$ cat src/rtl/clkdiv_ctrl.sv
// Programmable clock-enable divider with glitch-free divisor switching.
// Optional completed-period counter enabled by CLKDIV_PERIOD_CNT_EN.
module clkdiv_ctrl #(
    parameter int CNT_W       = 16,
    parameter int DEFAULT_DIV = 25
) (
    input  logic             CLK100MHZ,
    input  logic             reset,
    input  logic             en,
    input  logic             cfg_valid,
    input  logic [CNT_W-1:0] cfg_div,
    output logic             cfg_ready,
    output logic             cfg_err,
    output logic             clk_out,
    output logic             tick,
    output logic             busy,
    output logic [CNT_W-1:0] active_div,
    output logic [31:0]      period_cnt
);

    typedef enum logic [1:0] {
        IDLE  = 2'd0,
        RUN   = 2'd1,
        DRAIN = 2'd2
    } state_e;

    state_e           state_q, state_d;
    logic [CNT_W-1:0] cnt_q, cnt_d;
    logic [CNT_W-1:0] div_q, div_d;
    logic [CNT_W-1:0] pend_q, pend_d;
    logic             pend_vld_q, pend_vld_d;
    logic             err_q, err_d;
    logic             clk_q, clk_d;
    logic             tick_q, tick_d;
    logic             running;
    logic             boundary;
    logic             xfer;
    logic             div_ok;

    assign running  = (state_q != IDLE);
    assign boundary = running && (cnt_q == div_q - CNT_W'(1));
    assign xfer     = cfg_valid && !pend_vld_q;
    assign div_ok   = (cfg_div >= CNT_W'(2));

    always_ff @(posedge CLK100MHZ) begin
        if (reset) begin
            state_q <= IDLE;
        end else begin
            state_q <= state_d;
        end
    end

    always_comb begin
        state_d = state_q;
        unique case (state_q)
            IDLE:    if (en) state_d = RUN;
            RUN:     if (!en) state_d = DRAIN;
            DRAIN: begin
                if (en) begin
                    state_d = RUN;
                end else if (boundary) begin
                    state_d = IDLE;
                end
            end
            default: state_d = IDLE;
        endcase
    end

    // Next values for every registered output, derived from next state.
    always_comb begin
        cnt_d      = (running && !boundary) ? cnt_q + CNT_W'(1) : '0;
        div_d      = div_q;
        pend_d     = pend_q;
        pend_vld_d = pend_vld_q;
        err_d      = 1'b0;
        if (boundary && pend_vld_q) begin
            div_d      = pend_q;
            pend_vld_d = 1'b0;
        end
        if (xfer) begin
            if (!div_ok) begin
                err_d = 1'b1;
            end else if (!running) begin
                div_d = cfg_div;
            end else begin
                pend_d     = cfg_div;
                pend_vld_d = 1'b1;
            end
        end
        clk_d  = (state_d != IDLE) && (cnt_d < (div_d >> 1));
        tick_d = (state_d != IDLE) && (cnt_d == '0);
    end

    always_ff @(posedge CLK100MHZ) begin
        if (reset) begin
            cnt_q      <= '0;
            div_q      <= CNT_W'(DEFAULT_DIV);
            pend_q     <= '0;
            pend_vld_q <= 1'b0;
            err_q      <= 1'b0;
            clk_q      <= 1'b0;
            tick_q     <= 1'b0;
        end else begin
            cnt_q      <= cnt_d;
            div_q      <= div_d;
            pend_q     <= pend_d;
            pend_vld_q <= pend_vld_d;
            err_q      <= err_d;
            clk_q      <= clk_d;
            tick_q     <= tick_d;
        end
    end

`ifdef CLKDIV_PERIOD_CNT_EN
    logic [31:0] pc_q, pc_d;

    assign pc_d = boundary ? pc_q + 32'd1 : pc_q;

    always_ff @(posedge CLK100MHZ) begin
        if (reset) begin
            pc_q <= '0;
        end else begin
            pc_q <= pc_d;
        end
    end

    assign period_cnt = pc_q;
`else
    assign period_cnt = '0;
`endif

    assign cfg_ready  = !pend_vld_q;
    assign cfg_err    = err_q;
    assign clk_out    = clk_q;
    assign tick       = tick_q;
    assign busy       = running;
    assign active_div = div_q;

endmodule
$ cat config.mk
export PLATFORM = sky130hd
export DESIGN_NAME = clkdiv_ctrl
export DESIGN_NICKNAME = d
export VERILOG_FILES = /design/src/rtl/clkdiv_ctrl.sv
export SDC_FILE = /design/constraint.sdc
export NUM_CORES = 1
export LEC_CHECK = 0
export ABC_CLOCK_PERIOD_IN_PS = 5260
export CORE_UTILIZATION = 35
export DETAILED_ROUTE_END_ITERATION = 8
export GPL_TIMING_DRIVEN = 0
export SLEW_MARGIN = 20
export SYNTH_ARGS = -nofsm -noshare
export SYNTH_HDL_FRONTEND = slang
export SYNTH_SLANG_ARGS = --single-unit
$ cat constraint.sdc
create_clock -name CLK100MHZ -period 5.26 [get_ports CLK100MHZ]
set_input_delay 1.052 -clock CLK100MHZ [delete_from_list [all_inputs] [get_ports CLK100MHZ]]
set_output_delay 1.052 -clock CLK100MHZ [all_outputs]
set_load 0.02 [all_outputs]
==> impl_metrics.yaml <==
floorplan:
  core_area_um2: 9770
  rows: 36
  die_y_um: 102
  die-area_um2: 10500
  initial_core_util: 0.360
  io_pins: 73
  die_w_um: 102
timing:
  timing.max_slew.rel_slack: 0.494
  final_max_slew_viol_count: 0
  tightest_slew_ns: 0.759
  fin_crit_sh: 0.973
  period_needed_ns: 5.12
  report.final.setup_viol: 0
  hold-worst-slack_ns: 0.501
  hold_viol: 0
  fmax_mhz: 195
  setup_slack_ns: 0.145
  skew_ns: 0.0124
worst_setup_path:
  start_kind: "flip-flop"
  crit_arrival_ns: 5.33
  crit_path_frequent_cell: "a21o_1"
  cp_top_family: "compound AO/OA/AOI/OAI gates"
  cp.required_ns: 5.47
  critPathKind: "flip-flop to flip-flop"
  max_stage_delay_ns: 0.50
  end_kind: "flip-flop"
  worst-path-buf-inv: 3
  crit_chain: "inv_2 -> ha_4 -> or4b_4 -> o41ai_4 -> a21oi_1 -> a31o_1 -> nor4_2 -> and4_1 -> buf_6 -> buf_12 -> mux2_4 -> mux2i_2 -> ha_1 -> a21o_1 -> a21o_1 -> a21oi_2 -> o21ai_2 -> a2111oi_2 -> o21ai_1 -> or3_4 -> a2111oi_4"
  crit_path_max_fanout: 8
  crit_slowest_cell: "or4b_4"
synth:
  synth_area_per_cell_um2: 8.64
  ys.flop_type: "dfxtp_1"
  synth_cells: 407
  ys_ff_latch: 54
  ys_top_cells_by_count: "nor2_1, dfxtp_1, buf_4, mux2i_1, ha_1"
  synth-edff-count: 0
  yosysTopAreaCell: "dfxtp_1"
  ys_warn_count: 0
  async_reset_ff_frac: 0
  synth_area_leaders: "dfxtp_1, mux2i_1, nor2_1"
  synth.most_common_cell: "nor2_1"
  netlist_area_um2: 3520
  synth_top_area_share: 0.307
  yosysUniqueCellTypes: 54
  seq_area_frac_synth: 0.307
clocking:
  cts_root_buffer: "clkbuf_8"
  htreeDepth: 2
  clk_latency_ns: 0.31
  cts_tree: "built"
  clkSlewWorstSetupHoldPaths_ns: 0.11
  cts_buffers: 5
  cts_sinks: 54
  hold_buffers: 0
  cts.path.max_buffers: 2
layout:
  fill_cells: 952
  multi_input_area_um2: 2310
  area_delta_synth_final_pct: 31.6
  seqCellArea_um2: 1090
  final_area_um2: 4630
  nNetsFinal: 542
  drive_gt1_frac: 0.215
  diodes: 0
  final_cells: 640
status:
  status: "finished clean"
power:
  p_total_w: 0.000984
  irDropWorstVdd_uv: 163
  p_leak_nw: 2.04
  powerDensity_nw_per_um2: 213
detailed_routing:
  routedWlPerCell_um: 14.7
  antenna_left: 0
  wl_met2_um: 4410
  drt-met1-wl_um: 4510
  routed.top_layer: "met4"
  wl_um: 9440
  via_per_inst: 4.90
  drc: 0
  drt_iter0_markers: 137
  firstDrtPassIters: 4
  wl_met3_um: 419
  dr_total_vias: 3139
place:
  postPlaceCellArea_um2: 4200
  dp.cells: 611
  portBuffers: 40
  gp_congestion: 0.885
  dpl.hpwl_um: 7230
  place_ws_ns: -1.07
global_route:
  antenna_found_initial: 0
  grt_pass1_wl_um: 14800
  grt_start_max_net_pins: 17
  grt_pass1_vias: 2899
  track_usage: 0.184
  gr-total-overflow: 0
run:
  maxCapViolations: 0
worst_hold_path:
  min_path_type: "flip-flop to flip-flop"
[worst min-delay path: stages, from the launching register on]
cell and delay [ns]:
dfxtp_1 0.34, mux2i_1 0.07, nor2_1 0.07
[timing repair]
action | CTS | global route
gates resized for setup | 21 | 20
pin swaps | 4 | 16
setup buffers | 6 | 15
setup endpoints to repair | 1 | 1
[final timing paths]
check / start / cells past startpoint / to / slack [ns]
min reg2reg: pend_q[13] / 2 / pend_q[13] / 0.50
max reg2reg: active_div[0] / 21 / clk_out / 0.14
min: pend_q[13] / 2 / pend_q[13] / 0.50
max: active_div[0] / 21 / clk_out / 0.14
[power breakdown]
| group | switching, W | internal, W | leakage, nW | total (W) |
|---|---|---|---|---|
| Combinational | 0.000132 | 0.000117 | 1.54 | 0.000249 |
| Clock | 0.000144 | 0.000142 | 0.0514 | 0.000287 |
| Sequential | 0.0000226 | 0.000425 | 0.441 | 0.000448 |
| Total | 0.000299 | 0.000685 | 2.04 | 0.000984 |
[logic make-up after synthesis]
group / after synthesis / share of synthesized area
AOI/OAI and AO/OA: 47 / 0.0953
xor gates and xnor gates: 30 / 0.0747
adders and majority gates: 16 / 0.0569
buffers and inverters: 63 / 0.107
DFF: 54 / 0.307
muxes: 47 / 0.139
other: 1 / 0.00107
and+or+nand+nor: 149 / 0.219
[flip-flops by register name (all words and copies together), names as in the netlist]
register,flops
active_div,16
state_q,2
clk_out,1
cfg_err,1
cnt_q,16
tick,1
pend_vld_q,1
pend_q,16
[cell usage in the layout (no fill, tap or decap), types with 11 or more instances in the layout]
cell type         n
nand3_1          11
conb_1           32
xnor2_1          15
nor2_1           65
clkdlybuf4s50_1  40
mux2i_1          30
clkbuf_1         14
buf_4            54
xor2_1           15
dfxtp_1          52
mux2_2           13
ha_1             15
[layer usage]
| layer | track usage | vias up |
|---|---|---|
| met2 | 0.303 | 97 |
| met3 | 0.0260 | 10 |
| met5 | 0 | - |
| li1 | - | 1571 |
| met1 | 0.256 | 1461 |
| met4 | 0.0341 | 0 |
[area by class of cell]
type                       instances  share of cell area
clock buffer                       6              0.0157
timing repair buffer              61               0.121
tap                              133              0.0359
clock inverter                     2             0.00811
inverter                          10             0.00865
multi-input combinational        321               0.499
buffer                            53              0.0773
sequential                        54               0.235
[through the flow]
step,TNS [ns],util
3_5_place_dp,-1.07,0.430
5_1_grt,-0.0269,0.474
2_1_floorplan,0,-
3_3_place_gp,-1.04,0.430
4_1_cts,0,0.455
6_report,0,0.474
No activity file was read; power rests on OpenSTA's default activity.
